[config.mk]
export PLATFORM = sky130hd
export DESIGN_NAME = mem_stage
export DESIGN_NICKNAME = d
export VERILOG_FILES = /design/src/rtl/mem_pkg.sv /design/src/rtl/load_align.sv /design/src/rtl/mem_stage.sv
export SDC_FILE = /design/constraint.sdc
export NUM_CORES = 1
export LEC_CHECK = 0
export ABC_AREA = 1
export CAP_MARGIN = 30
export CORE_ASPECT_RATIO = 2
export CORE_MARGIN = 4
export CORE_UTILIZATION = 35
export DETAILED_ROUTE_END_ITERATION = 10
export GPL_ROUTABILITY_DRIVEN = 0
export GPL_TIMING_DRIVEN = 0
export PLACE_DENSITY = 0.66
export SETUP_SLACK_MARGIN = 0.5
export SKIP_LAST_GASP = 1
export SYNTH_ARGS = -nofsm -noshare
export SYNTH_HDL_FRONTEND = slang
export SYNTH_HIERARCHICAL = 1
export SYNTH_SLANG_ARGS = --single-unit
[constraint.sdc]
create_clock -name clock -period 1.4 [get_ports clock]
set_input_delay 0.21 -clock clock [delete_from_list [all_inputs] [get_ports clock]]
set_output_delay 0.21 -clock clock [all_outputs]
set_load 0.01 [all_outputs]
[src/rtl/mem_pkg.sv]
// mem_pkg: shared definitions for the memory stage.
//   - funct3 access-size/sign encodings
//   - FSM state type
//   - byte-enable width
//   - small helpers for funct3 legality and alignment checks
package mem_pkg;

    localparam logic [2:0] F3_B  = 3'b000;
    localparam logic [2:0] F3_H  = 3'b001;
    localparam logic [2:0] F3_W  = 3'b010;
    localparam logic [2:0] F3_BU = 3'b100;
    localparam logic [2:0] F3_HU = 3'b101;

    localparam int BE_W = 4;

    typedef enum logic {
        IDLE   = 1'b0,
        ACCESS = 1'b1
    } state_t;

    // Stores only have B/H/W; the unsigned encodings exist for loads only.
    function automatic logic f3_valid(input logic [2:0] f3, input logic is_store);
        case (f3)
            F3_B, F3_H, F3_W: f3_valid = 1'b1;
            F3_BU, F3_HU:     f3_valid = !is_store;
            default:          f3_valid = 1'b0;
        endcase
    endfunction

    function automatic logic misaligned(input logic [2:0] f3, input logic [1:0] a);
        case (f3)
            F3_H, F3_HU: misaligned = a[0];
            F3_W:        misaligned = (a != 2'b00);
            default:     misaligned = 1'b0;
        endcase
    endfunction

endpackage

[src/rtl/load_align.sv]
// load_align: combinational lane extract and sign/zero extension for loads.
// Ports:
//   rdata   in  32  raw bus read word
//   funct3  in  3   access size/sign
//   addr_lo in  2   low address bits selecting the lane
//   data    out 32  aligned, extended load result
module load_align
    import mem_pkg::*;
(
    input  logic [31:0] rdata,
    input  logic [2:0]  funct3,
    input  logic [1:0]  addr_lo,
    output logic [31:0] data
);

    logic [7:0]  byte_lane [BE_W];
    logic [15:0] half_lane [2];
    logic [7:0]  sel_b;
    logic [15:0] sel_h;

    genvar gi;
    generate
        for (gi = 0; gi < BE_W; gi++) begin : g_byte
            assign byte_lane[gi] = rdata[8*gi +: 8];
        end
        for (gi = 0; gi < 2; gi++) begin : g_half
            assign half_lane[gi] = rdata[16*gi +: 16];
        end
    endgenerate

    // A misaligned halfword (a[0]=1) simply uses the half chosen by a[1].
    assign sel_b = byte_lane[addr_lo];
    assign sel_h = half_lane[addr_lo[1]];

    always_comb begin
        data = rdata;
        case (funct3)
            F3_B:    data = {{24{sel_b[7]}}, sel_b};
            F3_BU:   data = {24'h0, sel_b};
            F3_H:    data = {{16{sel_h[15]}}, sel_h};
            F3_HU:   data = {16'h0, sel_h};
            default: data = rdata;
        endcase
    end

endmodule

[src/rtl/mem_stage.sv]
// mem_stage: pipeline memory stage with a simple request/ack bus.
// Non-memory results pass through with one cycle latency; loads/stores
// hold the bus request until bus_ack or until TIMEOUT_CYCLES ACCESS cycles
// elapse, then produce a single writeback pulse (err on abort/illegal op).
// Ports:
//   clock, reset (async, active-low)
//   in_valid/in_ready, alu_result, store_data, mem_read, mem_write,
//   funct3, rd, reg_write                       -- from EX
//   bus_req, bus_we, bus_addr, bus_wdata, bus_be, bus_ack, bus_rdata -- memory bus
//   wb_valid, wb_rd, wb_data, wb_reg_write, err -- writeback
// Build option: define MEM_MISALIGN_TRAP_EN to trap misaligned H/W accesses.
module mem_stage
    import mem_pkg::*;
#(
    parameter int TIMEOUT_CYCLES = 16
) (
    input  logic            clock,
    input  logic            reset,
    input  logic            in_valid,
    output logic            in_ready,
    input  logic [31:0]     alu_result,
    input  logic [31:0]     store_data,
    input  logic            mem_read,
    input  logic            mem_write,
    input  logic [2:0]      funct3,
    input  logic [4:0]      rd,
    input  logic            reg_write,
    output logic            bus_req,
    output logic            bus_we,
    output logic [31:0]     bus_addr,
    output logic [31:0]     bus_wdata,
    output logic [BE_W-1:0] bus_be,
    input  logic            bus_ack,
    input  logic [31:0]     bus_rdata,
    output logic            wb_valid,
    output logic [4:0]      wb_rd,
    output logic [31:0]     wb_data,
    output logic            wb_reg_write,
    output logic            err
);

    localparam int CNT_W = (TIMEOUT_CYCLES > 1) ? $clog2(TIMEOUT_CYCLES) : 1;
    localparam logic [CNT_W-1:0] CNT_LAST = CNT_W'(TIMEOUT_CYCLES - 1);

    state_t            state_reg, state_next;
    logic [CNT_W-1:0]  count_reg, count_next;
    logic              bus_req_reg, bus_req_next;
    logic              bus_we_reg, bus_we_next;
    logic [31:0]       bus_addr_reg, bus_addr_next;
    logic [31:0]       bus_wdata_reg, bus_wdata_next;
    logic [BE_W-1:0]   bus_be_reg, bus_be_next;
    logic              wb_valid_reg, wb_valid_next;
    logic [4:0]        wb_rd_reg, wb_rd_next;
    logic [31:0]       wb_data_reg, wb_data_next;
    logic              wb_reg_write_reg, wb_reg_write_next;
    logic              err_reg, err_next;
    logic [2:0]        f3_reg, f3_next;
    logic [1:0]        addr_lo_reg, addr_lo_next;
    logic [4:0]        rd_reg, rd_next;
    logic              reg_write_reg, reg_write_next;
    logic              is_load_reg, is_load_next;

    logic [31:0]       byte_rep, half_rep, wdata_calc, load_data;
    logic [BE_W-1:0]   be_calc;
    logic              req_err;

    genvar gi;
    generate
        for (gi = 0; gi < BE_W; gi++) begin : g_byte_rep
            assign byte_rep[8*gi +: 8] = store_data[7:0];
        end
        for (gi = 0; gi < 2; gi++) begin : g_half_rep
            assign half_rep[16*gi +: 16] = store_data[15:0];
        end
    endgenerate

    // Lane selection keys off funct3[1:0] so BU/HU loads get the same
    // byte enables as B/H. Shifts stay 4 bits wide (truncate, no wrap).
    always_comb begin
        be_calc    = {BE_W{1'b1}};
        wdata_calc = store_data;
        case (funct3[1:0])
            2'b00: begin
                be_calc    = 4'b0001 << alu_result[1:0];
                wdata_calc = byte_rep;
            end
            2'b01: begin
                be_calc    = 4'b0011 << {alu_result[1], 1'b0};
                wdata_calc = half_rep;
            end
            default: ;
        endcase
    end

`ifdef MEM_MISALIGN_TRAP_EN
    assign req_err = (mem_read && mem_write) || !f3_valid(funct3, mem_write)
                     || misaligned(funct3, alu_result[1:0]);
`else
    assign req_err = (mem_read && mem_write) || !f3_valid(funct3, mem_write);
`endif

    load_align u_load_align (
        .rdata   (bus_rdata),
        .funct3  (f3_reg),
        .addr_lo (addr_lo_reg),
        .data    (load_data)
    );

    always_ff @(posedge clock or negedge reset) begin
        if (!reset) begin
            state_reg        <= IDLE;
            count_reg        <= '0;
            bus_req_reg      <= 1'b0;
            bus_we_reg       <= 1'b0;
            bus_addr_reg     <= '0;
            bus_wdata_reg    <= '0;
            bus_be_reg       <= '0;
            wb_valid_reg     <= 1'b0;
            wb_rd_reg        <= '0;
            wb_data_reg      <= '0;
            wb_reg_write_reg <= 1'b0;
            err_reg          <= 1'b0;
            f3_reg           <= '0;
            addr_lo_reg      <= '0;
            rd_reg           <= '0;
            reg_write_reg    <= 1'b0;
            is_load_reg      <= 1'b0;
        end else begin
            state_reg        <= state_next;
            count_reg        <= count_next;
            bus_req_reg      <= bus_req_next;
            bus_we_reg       <= bus_we_next;
            bus_addr_reg     <= bus_addr_next;
            bus_wdata_reg    <= bus_wdata_next;
            bus_be_reg       <= bus_be_next;
            wb_valid_reg     <= wb_valid_next;
            wb_rd_reg        <= wb_rd_next;
            wb_data_reg      <= wb_data_next;
            wb_reg_write_reg <= wb_reg_write_next;
            err_reg          <= err_next;
            f3_reg           <= f3_next;
            addr_lo_reg      <= addr_lo_next;
            rd_reg           <= rd_next;
            reg_write_reg    <= reg_write_next;
            is_load_reg      <= is_load_next;
        end
    end

    always_comb begin
        state_next        = state_reg;
        count_next        = count_reg;
        bus_req_next      = bus_req_reg;
        bus_we_next       = bus_we_reg;
        bus_addr_next     = bus_addr_reg;
        bus_wdata_next    = bus_wdata_reg;
        bus_be_next       = bus_be_reg;
        wb_valid_next     = 1'b0;
        wb_rd_next        = wb_rd_reg;
        wb_data_next      = wb_data_reg;
        wb_reg_write_next = 1'b0;
        err_next          = 1'b0;
        f3_next           = f3_reg;
        addr_lo_next      = addr_lo_reg;
        rd_next           = rd_reg;
        reg_write_next    = reg_write_reg;
        is_load_next      = is_load_reg;

        case (state_reg)
            IDLE: begin
                if (in_valid) begin
                    if (!mem_read && !mem_write) begin
                        wb_valid_next     = 1'b1;
                        wb_rd_next        = rd;
                        wb_data_next      = alu_result;
                        wb_reg_write_next = reg_write && (rd != 5'd0);
                    end else if (req_err) begin
                        wb_valid_next = 1'b1;
                        err_next      = 1'b1;
                        wb_rd_next    = rd;
                        wb_data_next  = '0;
                    end else begin
                        f3_next        = funct3;
                        addr_lo_next   = alu_result[1:0];
                        rd_next        = rd;
                        reg_write_next = reg_write;
                        is_load_next   = mem_read;
                        bus_req_next   = 1'b1;
                        bus_we_next    = mem_write;
                        bus_addr_next  = {alu_result[31:2], 2'b00};
                        bus_wdata_next = wdata_calc;
                        bus_be_next    = be_calc;
                        count_next     = '0;
                        state_next     = ACCESS;
                    end
                end
            end
            ACCESS: begin
                if (bus_ack) begin
                    bus_req_next      = 1'b0;
                    bus_we_next       = 1'b0;
                    wb_valid_next     = 1'b1;
                    wb_rd_next        = rd_reg;
                    wb_data_next      = is_load_reg ? load_data : 32'h0;
                    wb_reg_write_next = is_load_reg && reg_write_reg && (rd_reg != 5'd0);
                    count_next        = '0;
                    state_next        = IDLE;
                end else if (count_reg == CNT_LAST) begin
                    // Timeout: abandon the request and report it as an error.
                    bus_req_next  = 1'b0;
                    bus_we_next   = 1'b0;
                    wb_valid_next = 1'b1;
                    err_next      = 1'b1;
                    wb_rd_next    = rd_reg;
                    wb_data_next  = '0;
                    count_next    = '0;
                    state_next    = IDLE;
                end else begin
                    count_next = count_reg + CNT_W'(1);
                end
            end
            default: state_next = IDLE;
        endcase
    end

    assign in_ready     = (state_reg == IDLE);
    assign bus_req      = bus_req_reg;
    assign bus_we       = bus_we_reg;
    assign bus_addr     = bus_addr_reg;
    assign bus_wdata    = bus_wdata_reg;
    assign bus_be       = bus_be_reg;
    assign wb_valid     = wb_valid_reg;
    assign wb_rd        = wb_rd_reg;
    assign wb_data      = wb_data_reg;
    assign wb_reg_write = wb_reg_write_reg;
    assign err          = err_reg;

endmodule

==> impl_metrics.csv <==
group,metric,value,unit
status,status,"finished, violations left",
status,failing_checks,"negative hold slack, negative setup slack",
grt,antenna_violations_before_repair,0,
worst_hold_path,hold_class,"input pin to async pin",
cts,clkSinkCount,125,
grt,global_route.usage.met2,44.0,%
final_layout,final_design_area_no_fill,11200,um2
placed_design,pre_cts_ws,-0.683,ns
route,first_pass_iters,4,
route,viasPerCell,4.90,
setup_path,setup.worst_path.class,"flip-flop to flip-flop",
cts,latest_clock_arrival_within_the_worst_skew_pair,0.42,ns
synth,post_synth_instance_area,6750,um2
grt,grt_max_degree,86,
sta,setup-violations-final,119,
final_layout,final_util,59.4,%
final_layout,antenna-diode-count,0,
sta,rsz_0062_raised_after_global_routing,"yes",
route,post_drt_wl_per_cell,18.0,um
synth,synthesis.area_per_instance,7.68,um2
sta,timing_hold_violations_final,40,
grt,global_route.overflow_total,0,
power,static-leakage-power,0.00591,uW
cts,clk_root_buffer_cell,"sky130_fd_sc_hd__clkbuf_16",
sta,finalHoldWorstSlack,-0.298,ns
cts,cts_made_buffers,17,
power,power_density_normalized_to_cell_area,1390,nW/um2
setup_path,critPathMaxFanout,10,
synth,synthCells,879,
floorplan,effective_utilization_at_floorplan,35.7,%
cts,clk_transition_reported_paths,0.06,ns
synth,yosys.area.top_type_share,46.4,%
setup_path,worst_r2r_path_depth,10,
cts,max-clock-path-buffers,2,
floorplan,rows,71,
setup_path,required_time_worst_endpoint,1.71,ns
route,drt_iter0_drc,311,
placed_design,place.port_buffers,218,
setup_path,start_kind,"flip-flop",
sta,fin_crit_sh,114,%
route,drcViolationCount,0,
floorplan,die_h,204,um
final_layout,final_cell_mix,"sky130_fd_sc_hd__nand2_1 (266), sky130_fd_sc_hd__dfrtp_1 (120), sky130_fd_sc_hd__clkdlybuf4s50_1 (108), sky130_fd_sc_hd__inv_1 (99), sky130_fd_sc_hd__buf_4 (91)",
power,totalPowerFinal,15600,uW
sta,max_freq,625,MHz
synth,synth.yosys.seq_area_share,46.4,%
setup_path,worstPathArrival,1.91,ns
grt,met1_usage,23.9,%
sta,final_max_slew_viol_count,0,
synth,yosysWarnings,6,
sta,final.min_clock_period,1.60,ns
final_layout,mostFrequentLayoutCell,"sky130_fd_sc_hd__nand2_1",
route,postRouteAntennaNets,0,
synth,synth.largest_area_cell,"sky130_fd_sc_hd__dfrtp_1",
sta,least_margin_pin_slew,0.550,ns
cts,htreeDepth,4,
route,total_wire_length_after_detailed_routing,26.7,mm
power,worst_ir_drop_vdd,0.000842,V
floorplan,die-area,21700,um2
route,via_count,7280,
job,cap_viol_max_count,0,
cts,tritoncts,"done",
sta,max_slew_margin,63.3,%
synth,synth.top_cells.by_area,"sky130_fd_sc_hd__dfrtp_1 (46%), sky130_fd_sc_hd__nand2_1 (17%), sky130_fd_sc_hd__inv_1 (5.8%)",
setup_path,cp-end-kind,"flip-flop",
placed_design,hpwlAfterDp,19.1,mm
final_layout,finish.net_count,1330,
sta,post-route-worst-setup-slack,-0.201,ns
floorplan,top_level_ports,222,
floorplan,fp.dieW,106,um
synth,ys_ff_latch,125,
floorplan,placeableCoreArea,18900,um2
final_layout,syn_to_final_growth,66.5,%
sta,clock_skew,0.0118,ns
grt,global_route.usage.total,23.6,%
grt,wire_length_of_the_first_global_routing_pass,39.4,mm
synth,yosysUniqueCellTypes,33,
grt,first_global_vias,7309,
grt,grt_use_met3,4.77,%
placed_design,placed_area,9380,um2
final_layout,drive_gt1_share,35.2,%
grt,grt-busiest-layer,"met2",
-- critical path, cell delays in order, from the launching register on --
cell,delay [ns]
sky130_fd_sc_hd__dfrtp_1,0.38
sky130_fd_sc_hd__buf_6,0.13
sky130_fd_sc_hd__nor2_4,0.10
sky130_fd_sc_hd__inv_2,0.05
sky130_fd_sc_hd__nor2_4,0.16
sky130_fd_sc_hd__nand2_8,0.08
sky130_fd_sc_hd__buf_6,0.15
sky130_fd_sc_hd__buf_4,0.13
sky130_fd_sc_hd__clkbuf_8,0.16
sky130_fd_sc_hd__nand2_1,0.08
sky130_fd_sc_hd__o21ai_2,0.05
-- power breakdown --
group	total (uW)	internal [uW]	switching, uW
combinational	5940	2960	2990
sequential	4970	4380	596
clock	4680	2990	1690
total	15600	10300	5270
-- final cells by class --
class / count / area, um2
clock buffer: 23 / 488
buffer: 55 / 544
multi-input combinational: 589 / 3350
fill: 1666 / 7690
inverter: 111 / 442
timing repair buffer: 319 / 2830
sequential: 125 / 3130
clock inverter: 9 / 133
tap: 255 / 319
-- Yosys cell counts --
master / n
sky130_fd_sc_hd__nand2_1: 312
sky130_fd_sc_hd__dfrtp_1: 125
sky130_fd_sc_hd__inv_1: 105
sky130_fd_sc_hd__o21ai_1: 52
sky130_fd_sc_hd__nand3_1: 46
sky130_fd_sc_hd__nand4_1: 39
sky130_fd_sc_hd__o22ai_1: 32
sky130_fd_sc_hd__buf_2: 24
sky130_fd_sc_hd__nand3_2: 20
sky130_fd_sc_hd__o21ai_0: 20
sky130_fd_sc_hd__nor2_1: 17
sky130_fd_sc_hd__buf_6: 14
sky130_fd_sc_hd__clkbuf_1: 10
sky130_fd_sc_hd__o211ai_1: 10
sky130_fd_sc_hd__a21boi_0: 8
sky130_fd_sc_hd__inv_2: 6
sky130_fd_sc_hd__a21oi_1: 5
sky130_fd_sc_hd__buf_4: 5
sky130_fd_sc_hd__or2_2: 5
sky130_fd_sc_hd__o21ai_2: 4
sky130_fd_sc_hd__nor2_2: 3
sky130_fd_sc_hd__buf_1: 2
sky130_fd_sc_hd__nand2_2: 2
sky130_fd_sc_hd__nand2_4: 2
sky130_fd_sc_hd__nor2_4: 2
sky130_fd_sc_hd__nor3_1: 2
sky130_fd_sc_hd__and2_4: 1
sky130_fd_sc_hd__conb_1: 1
sky130_fd_sc_hd__ha_1: 1
sky130_fd_sc_hd__nand3b_1: 1
sky130_fd_sc_hd__nor3_2: 1
sky130_fd_sc_hd__o31ai_1: 1
sky130_fd_sc_hd__xnor2_1: 1
-- timing repair --
action	CTS	global route
endpoints found under the hold margin	40	40
pin swaps	11	19
gates cloned	1	7
setup endpoints to repair	234	234
resized for setup	221	298
setup buffers	18	74
-- path summary, 6_finish.rpt --
check,startpoint,slack [ns],to
max in group asynchronous,reset,0.92,count_reg[3]$_DFFE_PN0P_
max reg2reg,state_reg$_DFF_PN0_,-0.20,addr_lo_reg[0]$_DFFE_PN0P_
min,reset,-0.30,bus_addr[5]$_DFFE_PN0P_
max,state_reg$_DFF_PN0_,-0.20,addr_lo_reg[0]$_DFFE_PN0P_
min in group clock,funct3[1],0.25,bus_wdata[31]$_DFFE_PN0P_
min reg2reg,bus_addr[12]$_DFFE_PN0P_,0.49,bus_addr[12]$_DFFE_PN0P_
-- layer usage --
layer	share of wire (%)	vias up
met2	56	232
met4	5.0	0
met3	4.9	66
li1	-	3521
met1	34	3461
met5	0	-
-- kinds of logic after synthesis --
logic type | count (synthesis) | share of synthesized area [%]
other | 1 | 0.0556
AND/OR/NAND/NOR | 453 | 30.4
AO/OA/AOI/OAI | 132 | 11.3
adder cells (fa/ha/maj) | 1 | 0.185
flip-flops | 125 | 46.4
XOR/XNOR | 1 | 0.130
buffers and inverters | 166 | 11.5
-- metrics by stage --
| stage | hold slack (ns) | instances | setup TNS (ns) |
|---|---|---|---|
| 5_1_grt | -0.278 | 1486 | -25.44 |
| 6_report | -0.298 | 1486 | -17.80 |
| 2_1_floorplan | -0.0856 | 880 | 0 |
| 3_5_place_dp | 0.153 | 1354 | -55.84 |
| 3_3_place_gp | 0.453 | 1353 | -691.98 |
| 4_1_cts | -0.301 | 1405 | -24.58 |
Note: power is estimated with default switching activity, not from simulation.
==> RTL change 1 (config.mk and constraints unchanged) <==
Take the reset off `bus_addr_reg`, `bus_wdata_reg`, `wb_data_reg` and `rd_reg` and load them in a clocked block of their own.
--- a/src/rtl/mem_stage.sv
+++ b/src/rtl/mem_stage.sv
@@ -114,4 +114,2 @@
             bus_we_reg       <= 1'b0;
-            bus_addr_reg     <= '0;
-            bus_wdata_reg    <= '0;
             bus_be_reg       <= '0;
@@ -119,3 +117,2 @@
             wb_rd_reg        <= '0;
-            wb_data_reg      <= '0;
             wb_reg_write_reg <= 1'b0;
@@ -124,3 +121,2 @@
             addr_lo_reg      <= '0;
-            rd_reg           <= '0;
             reg_write_reg    <= 1'b0;
@@ -132,4 +128,2 @@
             bus_we_reg       <= bus_we_next;
-            bus_addr_reg     <= bus_addr_next;
-            bus_wdata_reg    <= bus_wdata_next;
             bus_be_reg       <= bus_be_next;
@@ -137,3 +131,2 @@
             wb_rd_reg        <= wb_rd_next;
-            wb_data_reg      <= wb_data_next;
             wb_reg_write_reg <= wb_reg_write_next;
@@ -142,3 +135,2 @@
             addr_lo_reg      <= addr_lo_next;
-            rd_reg           <= rd_next;
             reg_write_reg    <= reg_write_next;
@@ -146,2 +138,9 @@
         end
+    end
+
+    always_ff @(posedge clock) begin
+        bus_addr_reg  <= bus_addr_next;
+        bus_wdata_reg <= bus_wdata_next;
+        wb_data_reg   <= wb_data_next;
+        rd_reg        <= rd_next;
     end
Formal check against the unedited RTL: not equivalent (Yosys sat finds a counterexample within 4 cycles, from zero or initial values and one cycle with reset low).
==> RTL change 1 against the unedited design <==
The flow finishes with violations (design-rule violations, negative setup slack). Count of clock-buffer cells in the layout grew 6. Utilization is 5.8 points higher. Total power fell by 12%. Routed wire length down 10%. Sequential cell count is the same. Area after synthesis fell by 14%. Synthesized cell count down 38%. Setup slack worse by 0.084 ns. Final area fell by 5.6%.
==> RTL change 1: results (changes against the unedited design) <==
* Outcome: finished with violations
* Failing checks: design-rule violations, negative setup slack
* Drt total wl at 24,000 um (-10%)
* Total negative setup slack at -31.16 ns (-13.37 ns)
* Peak VDD IR at 1.12 mV (+33%)
* Final setup vio count at 154 (+29%)
* Placed cell count at 970 (-28%)
* Drt drc at 1 (+1)
* Synth Area in XOR/XNOR at 0% (-0.13 points)
* Synth Area in Adders at 0.217% (+0.031 points)
* Netlist cell types at 31 (-6.1%)
* Worst hold slack at 0.0414 ns (+0.339 ns)
* Crit Path Max Fanout at 6 (-4)
* DP Area at 8500 um2 (-9.5%)
* Leakage power at 0.00481 uW (-19%)
* Drt first pass iters at 8 (+4)
* Number of synthesized flops with an enable pin at 99 (+99)
* Sequential-to-total area share from yosys stat at 62.8% (+16 points)
* Synth area leaders: edfxtp_1 51%, dfrtp_1 11%, nand2_1 11%
* Post-synthesis compound-gate area fraction at 8.39% (-2.9 points)
* DP HPWL at 14,500 um (-24%)
* All-Layer GR Usage at 23.5% (-0.15 points)
* Clock skew at 0.00869 ns (-0.00309 ns)
* Via/cell ratio at 5.25 (+7.2%)
* IO buf count at 217 (-0.46%)
* Worst setup margin at -0.285 ns (-0.0840 ns)
* Vias in the first global route at 5,882 (-20%)
* First-pass GRT wire length at 33,200 um (-16%)
* M3 GR Usage at 5.32% (+0.55 points)
-- RTL change 1: power breakdown --
| group | switching, uW | total [uW] | internal (uW) |
|---|---|---|---|
| Sequential | 264 | 4720 | 4450 |
| Clock | 1540 | 4360 | 2820 |
| Combinational | 2320 | 4640 | 2310 |
| Total | 4130 | 13700 | 9580 |
-- RTL change 1: area by class of cell --
class                      count  area (um2)
clock buffer                  29         584
tap                          204         255
clock inverter                 3        16.3
timing repair buffer         324        3210
fill                        1177        5670
sequential                   125        3630
multi-input combinational    352        2350
timing repair inverter         1        7.51
inverter                      45         205
buffer                        26         340
-- RTL change 1: timing repair --
action                     4_1_cts  5_1_grt
setup endpoints to repair      266      266
setup buffers                   56       26
gates cloned                    18        7
pin swaps                       29       35
gates resized for setup        549       80
-- RTL change 1: metal layers --
layer	wire length [um]	vias to the layer above
li1	-	2594
met4	1370	4
met1	7460	2803
met2	13600	316
met3	1540	107
met5	26	-
==> RTL change 2 (same settings) <==
Without the edit above. The option `MEM_MISALIGN_TRAP_EN` is turned on by a define.
--- a/src/rtl/mem_stage.sv
+++ b/src/rtl/mem_stage.sv
@@ -11,2 +11,4 @@
 // Build option: define MEM_MISALIGN_TRAP_EN to trap misaligned H/W accesses.
+`define MEM_MISALIGN_TRAP_EN
+
 module mem_stage
Check against the original RTL: not equivalent (a bounded check fails within 4 cycles, from zero or initial values and one cycle with reset low).
==> RTL change 2 against the unedited design <==
The flow still finishes with violations (negative hold slack, negative setup slack). Area after synthesis grew 2.9%. Combinational power grew 25%. Count of clock-buffer cells in the layout increased by 1. Total power increased by 7.5%. Critical path depth is the same. Setup slack worse by 0.042 ns. Utilization grew 5.5 points. Routed wire length is 12% higher. Sequential cell count unchanged. Final area increased by 12%. Synthesized cell count decreased by 0.68%. Critical endpoint is now wb_data[11]. Largest power group unchanged.
==> RTL change 2: results (changes against the unedited design) <==
* Outcome: finished with violations
* Failing checks: negative hold slack, negative setup slack
* Syn Area/Cell at 7.95 um2 (+3.6%)
* Drt first pass iters at 7 (+3)
* Initial antenna violation count at 3 (+3)
* Pwr Density at 1330 nW/um2 (-4.4%)
* Sequential power at 5040 uW (+1%)
* Final setup vio count at 117 (-1.7%)
* Reg2reg path depth at 10 (unchanged)
* Fin nets at 1,387 (+4.3%)
* First-pass GRT wire length at 42,100 um (+6.9%)
* Largest net degree at the start of global routing at 70 (-19%)
* Crit Path Max Fanout at 6 (-4)
* Fillers at 1,651 (-0.90%)
* Drt drc at 0 (unchanged)
* Peak VDD IR at 0.921 mV (+9.4%)
* Clock skew at 0.0109 ns (-0.000921 ns)
* Sequential-to-total area share from yosys stat at 45.0% (-1.3 points)
* R2R setup slack at -0.24 ns (-0.04 ns)
* DP HPWL at 19,900 um (+3.9%)
* Share of layout cells above drive strength 1 at 49.0% (+14 points)
* Drt total wl at 29,900 um (+12%)
* P_clk at 4320 uW (-7.7%)
* DR iter-0 viols at 306 (-1.6%)
* Final hold violations at 68 (+70%)
* All-Layer GR Usage at 24.5% (+0.92 points)
* Leakage power at 0.00646 uW (+9.4%)
* Worst hold slack at -0.211 ns (+0.0867 ns)
* CP arrival at 2.01 ns (+0.10 ns)
* Net Sw Frac at 34.8% (+0.98 points)
* Vias in the first global route at 7,772 (+6.3%)
* Synth area leaders: dfrtp_1 45%, nand2_1 17%, o21ai_2 7.9%
* Post-synth top cells: 313 x nand2_1, 125 x dfrtp_1, 80 x nand3_1, 74 x inv_1, 63 x o21ai_2
* FF-to-FF Start: addr_lo_reg[1]
* Via/cell ratio at 5.06 (+3.2%)
* Max_slew headroom at 55.6% (-7.7 points)
* Worst setup margin at -0.244 ns (-0.0423 ns)
* RR Endpoint: wb_data[11]
==> RTL change 2: cell types whose count changed after synthesis, moves of 4 or more <==
| cell | change |
|---|---|
| nand4_1 | -35 |
| a21boi_0 | -8 |
| o21ai_2 | +59 |
| a21oi_1 | +22 |
| clkbuf_1 | +4 |
| buf_6 | +6 |
| o211ai_1 | -8 |
| nand3_1 | +34 |
| buf_4 | +4 |
| inv_1 | -31 |
| o21ai_1 | -39 |
| buf_2 | -13 |
==> RTL change 2: final cells by class <==
class / instances / area share, %
Clock inverter: 6 / 0.475
Inverter: 78 / 2.42
Timing Repair Buffer: 382 / 28.8
Antenna cell: 3 / 0.0594
Tap cell: 259 / 2.57
Multi-Input combinational cell: 615 / 31.1
Sequential cell: 125 / 24.8
Clock buffer: 24 / 3.97
Buffer: 56 / 5.80
==> RTL change 2: how the worst max path moves through the flow <==
stage / startpoint / end / slack (ns) / depth (start not counted)
global route: addr_lo_reg[1] / wb_data[11] / -0.29 / 10
floorplan: addr_lo_reg[1] / wb_data[13] / 0.03 / 11
CTS: addr_lo_reg[1] / wb_data[29] / -0.17 / 10
global placement: reset / state_reg / -5.53 / 1
detailed placement: mem_write / wb_data[18] / -0.79 / 7
finish: addr_lo_reg[1] / wb_data[11] / -0.24 / 10
==> RTL change 2: critical path, stage by stage, from the launching register on <==
cell and delay [ns]:
dfrtp_2 0.48, nand2_2 0.14, nand3_2 0.09, nand2_2 0.11
nand2_4 0.11, buf_4 0.16, nand3_1 0.08, nand2_1 0.08
o22ai_1 0.20, nand2_1 0.07, nand2_1 0.05
==> RTL change 2: routing by layer <==
layer  GRT usage, %  vias to the layer above  share of wire [%]
li1               -                     3642                  -
met1           23.8                     3784                 32
met2           47.4                      308                 58
met3           3.68                       95                4.7
met4           13.6                        0                5.7
met5              0                        -                  0
==> RTL change 2: logic make-up (layout without fill, tap and decap cells) <==
kind of cell	Yosys count	after routing	share of synthesized area [%]
other	1	5	0.0540
adders and majority gates	1	1	0.180
DFF	125	125	45.0
AOI/OAI and AO/OA	157	157	15.4
buffers and inverters	134	546	10.1
and+or+nand+nor	455	455	29.2
==> RTL change 2: metrics by stage <==
step	TNS [ns]	setup WS, ns	instance area, um2
3_3_place_gp	-702.61	-5.53	9800
6_report	-17.63	-0.244	12600
4_1_cts	-15.41	-0.170	11300
2_1_floorplan	0	0.0344	7300
5_1_grt	-21.96	-0.291	12600
3_5_place_dp	-76.11	-0.787	9830
==> RTL change 2: what timing repair did <==
item	CTS	global route
endpoints found under the hold margin	68	68
setup endpoints to repair	234	234
resized for setup	467	215
setup buffers	67	75
cloned	6	15
pin swaps	18	51
